--- src/rtl/effective_address_unit.sv ---
// 6502 operand / effective-address bus sequencer: walks the addressing-mode bus cycles,
// then the data phase, and returns operand, effective address and PC increment.
// Encodings: mode 0 Implied, 1 Immediate, 2 Relative, 3 ZeroPage, 4 ZeroPageIndexed,
// 5 Absolute, 6 AbsoluteIndexed, 7 IndexedIndirect, 8 IndirectIndexed, 9 AbsoluteIndirect;
// index 0 None, 1 X, 2 Y; access 0 Read, 1 Write, 2 ReadWrite.
module effective_address_unit (
    input  logic        i_clk,
    input  logic        i_rst_n,
    input  logic        i_start,
    input  logic [3:0]  i_addressingMode,
    input  logic [1:0]  i_index,
    input  logic [1:0]  i_accessType,
    input  logic        i_noData,
    input  logic [15:0] i_pc,
    input  logic [7:0]  i_x,
    input  logic [7:0]  i_y,
    input  logic [7:0]  i_wdata,
    input  logic [7:0]  i_modData,
    input  logic        i_rdy,
    input  logic [7:0]  i_rdata,
    output logic        o_busEn,
    output logic [15:0] o_addr,
    output logic        o_rw,
    output logic [7:0]  o_wdata,
    output logic        o_busy,
    output logic        o_done,
    output logic [7:0]  o_operand,
    output logic [15:0] o_ea,
    output logic [1:0]  o_pcInc
);

    localparam logic [3:0] M_IMPLIED   = 4'd0;
    localparam logic [3:0] M_IMMEDIATE = 4'd1;
    localparam logic [3:0] M_RELATIVE  = 4'd2;
    localparam logic [3:0] M_ZP        = 4'd3;
    localparam logic [3:0] M_ZPX       = 4'd4;
    localparam logic [3:0] M_ABS       = 4'd5;
    localparam logic [3:0] M_ABSX      = 4'd6;
    localparam logic [3:0] M_IZX       = 4'd7;
    localparam logic [3:0] M_IZY       = 4'd8;
    localparam logic [3:0] M_IND       = 4'd9;

    localparam logic [1:0] IDX_X      = 2'd1;
    localparam logic [1:0] IDX_Y      = 2'd2;
    localparam logic [1:0] ACC_READ   = 2'd0;
    localparam logic [1:0] ACC_WRITE  = 2'd1;
    localparam logic [1:0] ACC_RMW    = 2'd2;

    typedef enum logic [3:0] {
        S_IDLE, S_OPLO, S_OPHI, S_ZPDUMMY, S_PTRLO, S_PTRHI,
        S_FIX, S_DATA, S_RMWDUMMY, S_RMWWR
    } state_t;

    state_t      r_state, w_next;
    logic [3:0]  r_mode;
    logic [1:0]  r_access;
    logic        r_noData;
    logic [15:0] r_pc;
    logic [7:0]  r_idx;
    logic [7:0]  r_wdata;
    logic [7:0]  r_lo, r_hi, r_plo;
    logic [7:0]  r_rmw, r_mod;
    logic [15:0] r_eff;
    logic [1:0]  r_pcInc;
    logic        r_done;
    logic [7:0]  r_operand;
    logic [15:0] r_ea;
    logic [1:0]  r_pcIncOut;

    logic        w_finish, w_resolve, w_noDataEff, w_needFix;
    logic [15:0] w_resolveAddr, w_finEa, w_addr;
    logic        w_rw;
    logic [7:0]  w_wdata, w_baseLo, w_ptr8, w_ptrPage;
    logic [8:0]  w_sum;

    // Indexed base low byte: operand lo for AbsoluteIndexed, pointer lo for IndirectIndexed.
    assign w_baseLo    = (r_mode == M_IZY) ? r_plo : r_lo;
    assign w_sum       = {1'b0, w_baseLo} + {1'b0, r_idx};
    assign w_needFix   = w_sum[8] | (r_access != ACC_READ);
    assign w_ptr8      = (r_mode == M_IZX) ? (r_lo + r_idx) : r_lo;
    // JMP (ind) never carries into the pointer high byte.
    assign w_ptrPage   = (r_mode == M_IND) ? r_hi : 8'h00;
    assign w_noDataEff = r_noData | (r_mode == M_IND);

    always_ff @(posedge i_clk or negedge i_rst_n) begin
        if (!i_rst_n) r_state <= S_IDLE;
        else          r_state <= w_next;
    end

    always_comb begin
        w_next        = r_state;
        w_finish      = 1'b0;
        w_resolve     = 1'b0;
        w_resolveAddr = 16'h0000;
        w_finEa       = r_eff;
        w_addr        = 16'h0000;
        w_rw          = 1'b1;
        w_wdata       = 8'h00;
        case (r_state)
            S_IDLE: begin
                w_finEa = r_ea;
                if (i_start) begin
                    if (i_addressingMode == M_IMPLIED) w_finish = 1'b1;
                    else                               w_next   = S_OPLO;
                end
            end
            S_OPLO: begin
                w_addr = r_pc;
                if (i_rdy) begin
                    case (r_mode)
                        M_IMMEDIATE, M_RELATIVE: begin
                            w_finish = 1'b1;
                            w_finEa  = r_pc;
                        end
                        M_ZP: begin
                            w_resolve     = 1'b1;
                            w_resolveAddr = {8'h00, i_rdata};
                        end
                        M_ZPX, M_IZX: w_next = S_ZPDUMMY;
                        M_IZY:        w_next = S_PTRLO;
                        default:      w_next = S_OPHI;
                    endcase
                end
            end
            S_OPHI: begin
                w_addr = r_pc + 16'd1;
                if (i_rdy) begin
                    case (r_mode)
                        M_ABS: begin
                            w_resolve     = 1'b1;
                            w_resolveAddr = {i_rdata, r_lo};
                        end
                        M_ABSX: begin
                            if (w_needFix) w_next = S_FIX;
                            else begin
                                w_resolve     = 1'b1;
                                w_resolveAddr = {i_rdata, w_sum[7:0]};
                            end
                        end
                        M_IND:   w_next   = S_PTRLO;
                        default: w_finish = 1'b1;
                    endcase
                end
            end
            S_ZPDUMMY: begin
                w_addr = {8'h00, r_lo};
                if (i_rdy) begin
                    case (r_mode)
                        M_ZPX: begin
                            w_resolve     = 1'b1;
                            w_resolveAddr = {8'h00, r_lo + r_idx};
                        end
                        M_IZX:   w_next   = S_PTRLO;
                        default: w_finish = 1'b1;
                    endcase
                end
            end
            S_PTRLO: begin
                w_addr = {w_ptrPage, w_ptr8};
                if (i_rdy) w_next = S_PTRHI;
            end
            S_PTRHI: begin
                w_addr = {w_ptrPage, w_ptr8 + 8'd1};
                if (i_rdy) begin
                    if (r_mode == M_IZY) begin
                        if (w_needFix) w_next = S_FIX;
                        else begin
                            w_resolve     = 1'b1;
                            w_resolveAddr = {i_rdata, w_sum[7:0]};
                        end
                    end else begin
                        w_resolve     = 1'b1;
                        w_resolveAddr = {i_rdata, r_plo};
                    end
                end
            end
            S_FIX: begin
                w_addr = {r_hi, w_sum[7:0]};
                if (i_rdy) begin
                    w_resolve     = 1'b1;
                    w_resolveAddr = {r_hi, w_baseLo} + {8'h00, r_idx};
                end
            end
            S_DATA: begin
                w_addr  = r_eff;
                w_rw    = (r_access != ACC_WRITE);
                w_wdata = (r_access == ACC_WRITE) ? r_wdata : 8'h00;
                if (i_rdy) begin
                    if (r_access == ACC_RMW) w_next   = S_RMWDUMMY;
                    else                     w_finish = 1'b1;
                end
            end
            S_RMWDUMMY: begin
                w_addr  = r_eff;
                w_rw    = 1'b0;
                w_wdata = r_rmw;
                if (i_rdy) w_next = S_RMWWR;
            end
            S_RMWWR: begin
                w_addr  = r_eff;
                w_rw    = 1'b0;
                w_wdata = r_mod;
                if (i_rdy) w_finish = 1'b1;
            end
            default: w_next = S_IDLE;
        endcase
        if (w_resolve) begin
            w_finEa = w_resolveAddr;
            if (w_noDataEff) w_finish = 1'b1;
            else             w_next   = S_DATA;
        end
        if (w_finish) w_next = S_IDLE;
    end

    always_ff @(posedge i_clk or negedge i_rst_n) begin
        if (!i_rst_n) begin
            r_mode     <= 4'h0;
            r_access   <= 2'h0;
            r_noData   <= 1'b0;
            r_pc       <= 16'h0000;
            r_idx      <= 8'h00;
            r_wdata    <= 8'h00;
            r_lo       <= 8'h00;
            r_hi       <= 8'h00;
            r_plo      <= 8'h00;
            r_rmw      <= 8'h00;
            r_mod      <= 8'h00;
            r_eff      <= 16'h0000;
            r_pcInc    <= 2'd0;
            r_done     <= 1'b0;
            r_operand  <= 8'h00;
            r_ea       <= 16'h0000;
            r_pcIncOut <= 2'd0;
        end else begin
            r_done <= w_finish;
            case (r_state)
                S_IDLE: if (i_start) begin
                    r_mode   <= i_addressingMode;
                    r_access <= i_accessType;
                    r_noData <= i_noData;
                    r_pc     <= i_pc;
                    r_wdata  <= i_wdata;
                    // Indirect modes have a fixed index register regardless of i_index.
                    case (i_addressingMode)
                        M_IZX:   r_idx <= i_x;
                        M_IZY:   r_idx <= i_y;
                        default: r_idx <= (i_index == IDX_X) ? i_x :
                                          (i_index == IDX_Y) ? i_y : 8'h00;
                    endcase
                    case (i_addressingMode)
                        M_IMPLIED:           r_pcInc <= 2'd0;
                        M_ABS, M_ABSX, M_IND: r_pcInc <= 2'd2;
                        default:             r_pcInc <= 2'd1;
                    endcase
                end
                S_OPLO:     if (i_rdy) r_lo  <= i_rdata;
                S_OPHI:     if (i_rdy) r_hi  <= i_rdata;
                S_PTRLO:    if (i_rdy) r_plo <= i_rdata;
                S_PTRHI:    if (i_rdy) r_hi  <= i_rdata;
                S_DATA:     if (i_rdy) r_rmw <= i_rdata;
                S_RMWDUMMY: if (i_rdy) r_mod <= i_modData;
                default: ;
            endcase
            if (w_resolve) r_eff <= w_resolveAddr;
            if (w_finish) begin
                r_ea       <= w_finEa;
                r_pcIncOut <= (r_state == S_IDLE) ? 2'd0 : r_pcInc;
                case (r_state)
                    S_OPLO:  if (r_mode == M_IMMEDIATE || r_mode == M_RELATIVE) r_operand <= i_rdata;
                    S_DATA:  if (r_access != ACC_WRITE) r_operand <= i_rdata;
                    S_RMWWR: r_operand <= r_rmw;
                    default: ;
                endcase
            end
        end
    end

    assign o_busEn   = (r_state != S_IDLE);
    assign o_busy    = (r_state != S_IDLE);
    assign o_addr    = w_addr;
    assign o_rw      = w_rw;
    assign o_wdata   = w_wdata;
    assign o_done    = r_done;
    assign o_operand = r_operand;
    assign o_ea      = r_ea;
    assign o_pcInc   = r_pcIncOut;

endmodule

--- config.mk ---
export PLATFORM = sky130hd
export DESIGN_NAME = effective_address_unit
export DESIGN_NICKNAME = d
export VERILOG_FILES = /design/src/rtl/effective_address_unit.sv
export SDC_FILE = /design/constraint.sdc
export NUM_CORES = 1
export LEC_CHECK = 0
export CAP_MARGIN = 20
export CORE_UTILIZATION = 50
export DETAILED_ROUTE_END_ITERATION = 6
export PLACE_DENSITY = 0.87
export SLEW_MARGIN = 20
export SYNTH_ARGS = -nofsm -noshare
export SYNTH_HDL_FRONTEND = slang
export SYNTH_SLANG_ARGS = --single-unit
--- constraint.sdc ---
create_clock -name i_clk -period 4 [get_ports i_clk]
set_input_delay 0.8 -clock i_clk [delete_from_list [all_inputs] [get_ports i_clk]]
set_output_delay 0.8 -clock i_clk [all_outputs]
set_load 0.02 [all_outputs]
==> impl_metrics.csv, run 1 <==
group,metric,value,unit
run_status,status,"finished, violations left",
run_status,violations,"DRC, setup timing",
setup_path,slowest_stage,"dfrtp_1",
logic_synthesis,syn_inst,875,
global_routing,overflow,0,
global_routing,grt_pass1_wl,44600,um
final_layout,layout_commonest_cell,"dfrtp_1",
setup_path,crit_chain,"buf_4 -> nor4b_4 -> buf_4 -> nand2_1 -> nand2_2 -> ha_1 -> a21oi_2 -> buf_4 -> o2111ai_2 -> a31oi_1 -> xnor2_1 -> a21oi_2 -> o21ai_2 -> buf_4",
final_layout,drive_above_1_share,0.252,
timing,setup_viol,2,
setup_path,critPathArrivalTime,3.24,ns
global_routing,grt.total_usage,0.333,
place,hpwl,20900,um
clocking,root_buffer,"clkbuf_16",
timing,skew,0.0108,ns
die,die_h,132,um
logic_synthesis,netlist_area,8420,um2
logic_synthesis,synthTopCellsByArea,"dfrtp_1 (38%), mux2_2 (7.2%), nand2_1 (5.5%)",
final_layout,multiInputGateArea,5040,um2
setup_path,cp_max_fo,11,
logic_synthesis,ys_types,90,
clocking,h-tree-depth,4,
timing,slew_viol_final,0,
timing,layout_min_cycle_time,4.04,ns
final_layout,instances_no_fill,1288,
clocking,cts_tree,"built",
setup_path,start_kind,"flip-flop",
clocking,cts_sinks,128,
detailed_routing,first_pass_iters,7,
die,core_area,16500,um2
setup_path,cp.required,3.20,ns
setup_path,criticalPathCategory,"flip-flop to output port",
die,start_util,0.509,
timing,setup_ws,-0.0385,ns
setup_path,crit_family,"compound AO/OA/AOI/OAI gates",
global_routing,grt_start_max_net_pins,72,
die,ios,123,
logic_synthesis,synth_nets,963,
setup_path,slowest_delay,0.38,ns
timing,holdWs,0.432,ns
final_layout,n_antenna_cell,0,
setup_path,r2r_start,"r_mode[1]$_DFFE_PN0P_",
detailed_routing,drc_errors,12,
min_path,hold_path.class,"input pin to async pin",
place,portBuffers,122,
logic_synthesis,synth_edf_count,0,
power_and_ir_drop,ir_drop,0.420,mV
logic_synthesis,synth_top_area_frac,0.381,
logic_synthesis,ys_async_sr_fraction,1.00,
power_and_ir_drop,p_per_area,869,nW/um2
clocking,ctsHoldBuffers,0,
timing,relSlewSlack,0.497,
setup_path,cp_common_cell,"buf_4",
final_layout,area.growth.synth_to_final,32.7,%
detailed_routing,wl_per_cell,22.1,um
die,rows,47,
clocking,cts_buffer_depth,2,
timing,post-route-period-util,1.01,
setup_path,endpoint_kind,"output port",
clocking,clk_pin_slew,0.06,ns
logic_synthesis,avgSynthCellArea,9.62,um2
clocking,numCtsBuffers,17,
timing,rsz0062_at_grt,"true",
setup_path,r2r_end,"o_ea[7]$_DFFE_PN0P_",
detailed_routing,drt-total-wl,28400,um
setup_path,ff2ff_path_depth,15,
final_layout,seq_area,3210,um2
timing,worst_pin_slew,0.755,ns
logic_synthesis,synthFlopType,"dfrtp_1",
die,fp.dieArea,17400,um2
detailed_routing,vias,8142,
die,die_w,132,um
global_routing,grt_pass1_vias,7933,
setup_path,reg2reg_slack,0.08,ns
timing,fmax,248,MHz
final_layout,fillerInstances,1238,
detailed_routing,ant_nets,0,
setup_path,worst-path-buf-inv,4,
run,max-cap-violations,0,
power_and_ir_drop,finalPower,9.71,mW
logic_synthesis,yosysSeqAreaShare,0.381,
logic_synthesis,ys_ff_latch,128,
detailed_routing,viasPerCell,6.32,
logic_synthesis,yosysTopAreaCell,"dfrtp_1",
place,gp_congestion,1.02,
logic_synthesis,ys_warn_count,0,
global_routing,antenna_found_initial,0,
final_layout,num-nets-final,1143,
power_and_ir_drop,p_leak,4.90,nW
place,dpl.cell_count,1249,
final_layout,mostFrequentLayoutCells,"dfrtp_1 (126), nand2_1 (119), clkdlybuf4s50_1 (114)",
clocking,clock_latency,0.43,ns
timing,hold_viol_final,0,
detailed_routing,drt-initial-drc-count,1174,
Yosys cell counts (5+ instances only):
cell type,count
o221ai_1,8
a222oi_1,30
o21ai_0,76
o211ai_1,16
a21oi_1,20
nand2b_1,5
ha_1,17
o21a_1,7
mux2_4,19
xnor2_1,16
mux2i_1,14
a211oi_1,9
nor2_1,49
nand2_1,123
clkbuf_1,28
a22oi_1,10
o21ai_1,8
a31oi_1,10
nand3_1,24
inv_1,27
nor2b_1,5
mux2_2,54
a21o_1,7
and3_1,11
dfrtp_1,128
a221oi_1,5
buf_2,9
xor2_1,22
nor3_1,7
power by group:
part	internal, mW	leakage (nW)	switching, mW
clock	0.958	0.302	0.652
sequential	1.85	1.62	0.651
combinational	2.58	2.98	3.02
total	5.39	4.90	4.32
cell families after synthesis:
logic type,Yosys count,synth area share
buffers and inverters,80,0.0424
AO/OA/AOI/OAI,255,0.223
flip-flops,128,0.381
XOR/XNOR,39,0.0422
AND/OR/NAND/NOR,267,0.160
adder cells (fa/ha/maj),19,0.0300
multiplexers,87,0.123
how the worst max path moves through the flow:
stage,from,end,slack [ns],depth (start not counted)
CTS,r_idx[0]$_DFFE_PN0P_,o_addr[7],-0.16,11
detailed placement,r_mode[1]$_DFFE_PN0P_,o_addr[4],-0.12,11
floorplan,r_mode[0]$_DFFE_PN0P_,o_operand[0]$_DFFE_PN0P_,0.28,14
global placement,r_mode[1]$_DFFE_PN0P_,o_addr[4],-0.08,11
finish,r_mode[1]$_DFFE_PN0P_,o_addr[7],-0.04,14
global route,r_mode[1]$_DFFE_PN0P_,o_addr[7],-0.20,14
what timing repair did:
action,CTS,global route
resized for setup,40,32
cloned,0,0
setup endpoints to repair,7,27
buffers inserted,2,5
pin swaps,5,21
per-stage QoR:
| stage | TNS [ns] | util | cell area [um2] | worst slack (ns) |
|---|---|---|---|---|
| detailed placement | -0.324 | 0.626 | 10300 | -0.116 |
| CTS | -0.157 | 0.667 | 11000 | -0.157 |
| floorplan | 0 | - | 8420 | 0.275 |
| finish | -0.0700 | 0.676 | 11200 | -0.0385 |
| global route | -0.508 | 0.676 | 11200 | -0.199 |
| global placement | -0.139 | 0.626 | 10300 | -0.0774 |
per-layer routing:
layer	GRT usage	up-vias	share of wire
met4	0.145	0	0.045
li1	-	3634	-
met5	0	-	0
met1	0.445	3898	0.41
met3	0.0500	93	0.083
met2	0.539	517	0.46
registers in the layout (all words and copies together), names as in the netlist:
register and flops:
r_plo 8, o_operand 8, r_eff 16, o_pcInc 2, r_hi 8, r_pcInc 2
r_rmw 8, o_done 1, r_noData 1, r_lo 8, r_mode 4, r_idx 8
r_pc 16, r_wdata 8, r_state 4, r_access 2, r_mod 8, o_ea 16
area by class of cell:
type,count,area share
Inverter,31,0.0104
Tap cell,220,0.0246
Clock inverter,14,0.0151
Clock buffer,18,0.0393
Timing Repair Buffer,210,0.172
Sequential cell,128,0.287
Multi-Input combinational cell,667,0.451
Note: power is estimated with default switching activity, not from simulation.
==> run 2: changes to the inputs <==
--- a/config.mk
+++ b/config.mk
@@ -6,6 +6,7 @@
 export NUM_CORES = 1
 export LEC_CHECK = 0
 export CAP_MARGIN = 20
+export CORE_MARGIN = 2
 export CORE_UTILIZATION = 50
 export DETAILED_ROUTE_END_ITERATION = 6
 export PLACE_DENSITY = 0.87
==> impl_metrics.csv, run 2 (synthesized netlist as in run 1, its figures left out) <==
group,metric,value,unit
clocking,clock_latency,0.42,ns
final_layout,drive_above_1_share,0.244,
final_layout,mostFrequentLayoutCells,"dfrtp_1 (128), nand2_1 (119), clkdlybuf4s50_1 (114)",
run,max-cap-violations,0,
timing,relSlewSlack,0.497,
setup_path,worst-path-buf-inv,2,
setup_path,crit_chain,"or4b_4 -> nand2_1 -> nand2_1 -> ha_1 -> a21oi_2 -> buf_4 -> o211ai_1 -> nor2_1 -> xor2_2 -> o31a_1 -> o21ai_0 -> buf_2",
power_and_ir_drop,seq_power_share,0.259,
setup_path,crit_path_start,"r_mode[1]$_DFFE_PN0P_",
place,placed_area,10300,um2
final_layout,multiInputGateArea,5090,um2
setup_path,endpoint_kind,"output port",
clocking,numCtsBuffers,17,
run_status,status,"finished, violations left",
timing,fmax,249,MHz
timing,hold_viol_final,0,
global_routing,grt_pass1_vias,8007,
clocking,clk_pin_slew,0.06,ns
setup_path,r2r_start,"r_mode[1]$_DFFE_PN0P_",
clocking,h-tree-depth,4,
final_layout,instances_no_fill,1279,
timing,fin_tns_setup,-0.0125,ns
final_layout,postLayoutCoreUtil,0.674,
die,die_w,134,um
setup_path,cp.required,3.20,ns
run_status,violations,"setup timing",
clocking,cts_sinks,128,
detailed_routing,viasPerCell,6.36,
setup_path,slowest_stage,"or4b_4",
min_path,hold_path.class,"input pin to async pin",
timing,layout_min_cycle_time,4.01,ns
clocking,root_buffer,"clkbuf_16",
die,core_area,16500,um2
die,fp.dieArea,17900,um2
detailed_routing,wl_per_cell,22.3,um
timing,worst_pin_slew,0.749,ns
global_routing,overflow,0,
die,start_util,0.509,
setup_path,cp_common_cell,"nand2_1",
clocking,ctsHoldBuffers,0,
timing,slew_viol_final,0,
power_and_ir_drop,power_frac_comb,0.574,
power_and_ir_drop,swShare,0.445,
place,dpl.cell_count,1246,
final_layout,n_antenna_cell,0,
clocking,cts_buffer_depth,2,
detailed_routing,drt-initial-drc-count,1213,
timing,post-route-period-util,1.00,
global_routing,grt.total_usage,0.322,
setup_path,crit_family,"simple AND/OR/NAND/NOR gates",
setup_path,critPathArrivalTime,3.21,ns
final_layout,final_design_area_no_fill,11100,um2
timing,setup_ws,-0.0125,ns
die,rows,47,
setup_path,cp_max_fo,6,
die,ios,123,
final_layout,area.growth.synth_to_final,32.3,%
power_and_ir_drop,ir_drop,0.538,mV
setup_path,start_kind,"flip-flop",
power_and_ir_drop,p_per_area,868,nW/um2
detailed_routing,vias,8140,
global_routing,antenna_found_initial,0,
final_layout,layout_commonest_cell,"dfrtp_1",
setup_path,criticalPathCategory,"flip-flop to output port",
detailed_routing,first_pass_iters,7,
power_and_ir_drop,p_switching,4.30,mW
clocking,cts_tree,"built",
place,hpwl,21100,um
setup_path,slowest_delay,0.61,ns
detailed_routing,drc_errors,0,
detailed_routing,ant_nets,0,
global_routing,grt_pass1_wl,44100,um
timing,setup_viol,1,
die,die_h,134,um
timing,skew,0.00711,ns
final_layout,seq_area,3200,um2
power_and_ir_drop,p_clk_frac,0.167,
detailed_routing,drt-total-wl,28600,um
final_layout,num-nets-final,1134,
final_layout,fillerInstances,1253,
place,gp_congestion,1.02,
power_and_ir_drop,p_int,5.37,mW
place,portBuffers,122,
global_routing,grt_start_max_net_pins,76,
setup_path,ff2ff_path_depth,13,
setup_path,cp.depth,12,
power_and_ir_drop,p_leak,4.86,nW
timing,rsz0062_at_grt,"true",
[run 2: timing repair]
item	4_1_cts	5_1_grt
cloned	0	0
setup buffers	1	0
pin swaps	4	13
setup endpoints to repair	7	26
resized for setup	38	37
[run 2: stage by stage]
| step | power, mW | hold WS, ns | worst slack (ns) |
|---|---|---|---|
| CTS | 9.27 | 0.432 | -0.0796 |
| global placement | 7.46 | 0.456 | -0.0883 |
| floorplan | 5.48 | 0.442 | 0.275 |
| finish | 9.67 | 0.415 | -0.0125 |
| global route | 10.1 | 0.474 | -0.106 |
| detailed placement | 7.58 | 0.465 | -0.137 |
[run 2: routing by layer]
metal / vias to the layer above / global-route usage / wire (um)
met5: - / 0 / 0
met4: 0 / 0.149 / 1060
met3: 69 / 0.0567 / 2500
met2: 498 / 0.520 / 13600
met1: 3962 / 0.421 / 11400
li1: 3611 / - / -
[run 2: layout make-up]
class / count / share of cell area
repair buffers: 201 / 0.165
clock inverters: 15 / 0.0164
flip-flops and latches: 128 / 0.288
inverters: 31 / 0.0104
well taps: 220 / 0.0247
multi-input cells: 667 / 0.457
clock buffers: 17 / 0.0382
[run 2: path summary, 6_finish.rpt]
check | endpoint | slack [ns]
worst min register to register | r_pcInc[0]$_DFFE_PN0P_ | 0.48
worst min-delay path | o_pcInc[1]$_DFFE_PN0N_ | 0.41
worst max-delay path | o_addr[5] | -0.01
min in group i_clk | r_pcInc[0]$_DFFE_PN0P_ | 0.48
max in group asynchronous | r_lo[5]$_DFFE_PN0P_ | 2.74
worst max register to register | o_operand[2]$_DFFE_PN0P_ | 0.13
[run 2: power by group through the flow]
| stage | Combinational [mW] | Sequential, mW | Clock (mW) |
|---|---|---|---|
| after floorplan | 3.11 | 2.37 | 0 |
| after global placement | 5.02 | 2.44 | 0 |
| after detailed placement | 5.11 | 2.47 | 0 |
| after CTS | 5.18 | 2.46 | 1.62 |
| after global routing | 5.91 | 2.55 | 1.69 |
| final | 5.55 | 2.50 | 1.61 |
==> run 3: changes to the inputs <==
--- a/config.mk
+++ b/config.mk
@@ -5,6 +5,7 @@
 export SDC_FILE = /design/constraint.sdc
 export NUM_CORES = 1
 export LEC_CHECK = 0
+export ABC_CLOCK_PERIOD_IN_PS = 4000
 export CAP_MARGIN = 20
 export CORE_MARGIN = 2
 export CORE_UTILIZATION = 50
==> results of run 3 <==
The final DEF is identical to that of run 2; final timing and power are the same.
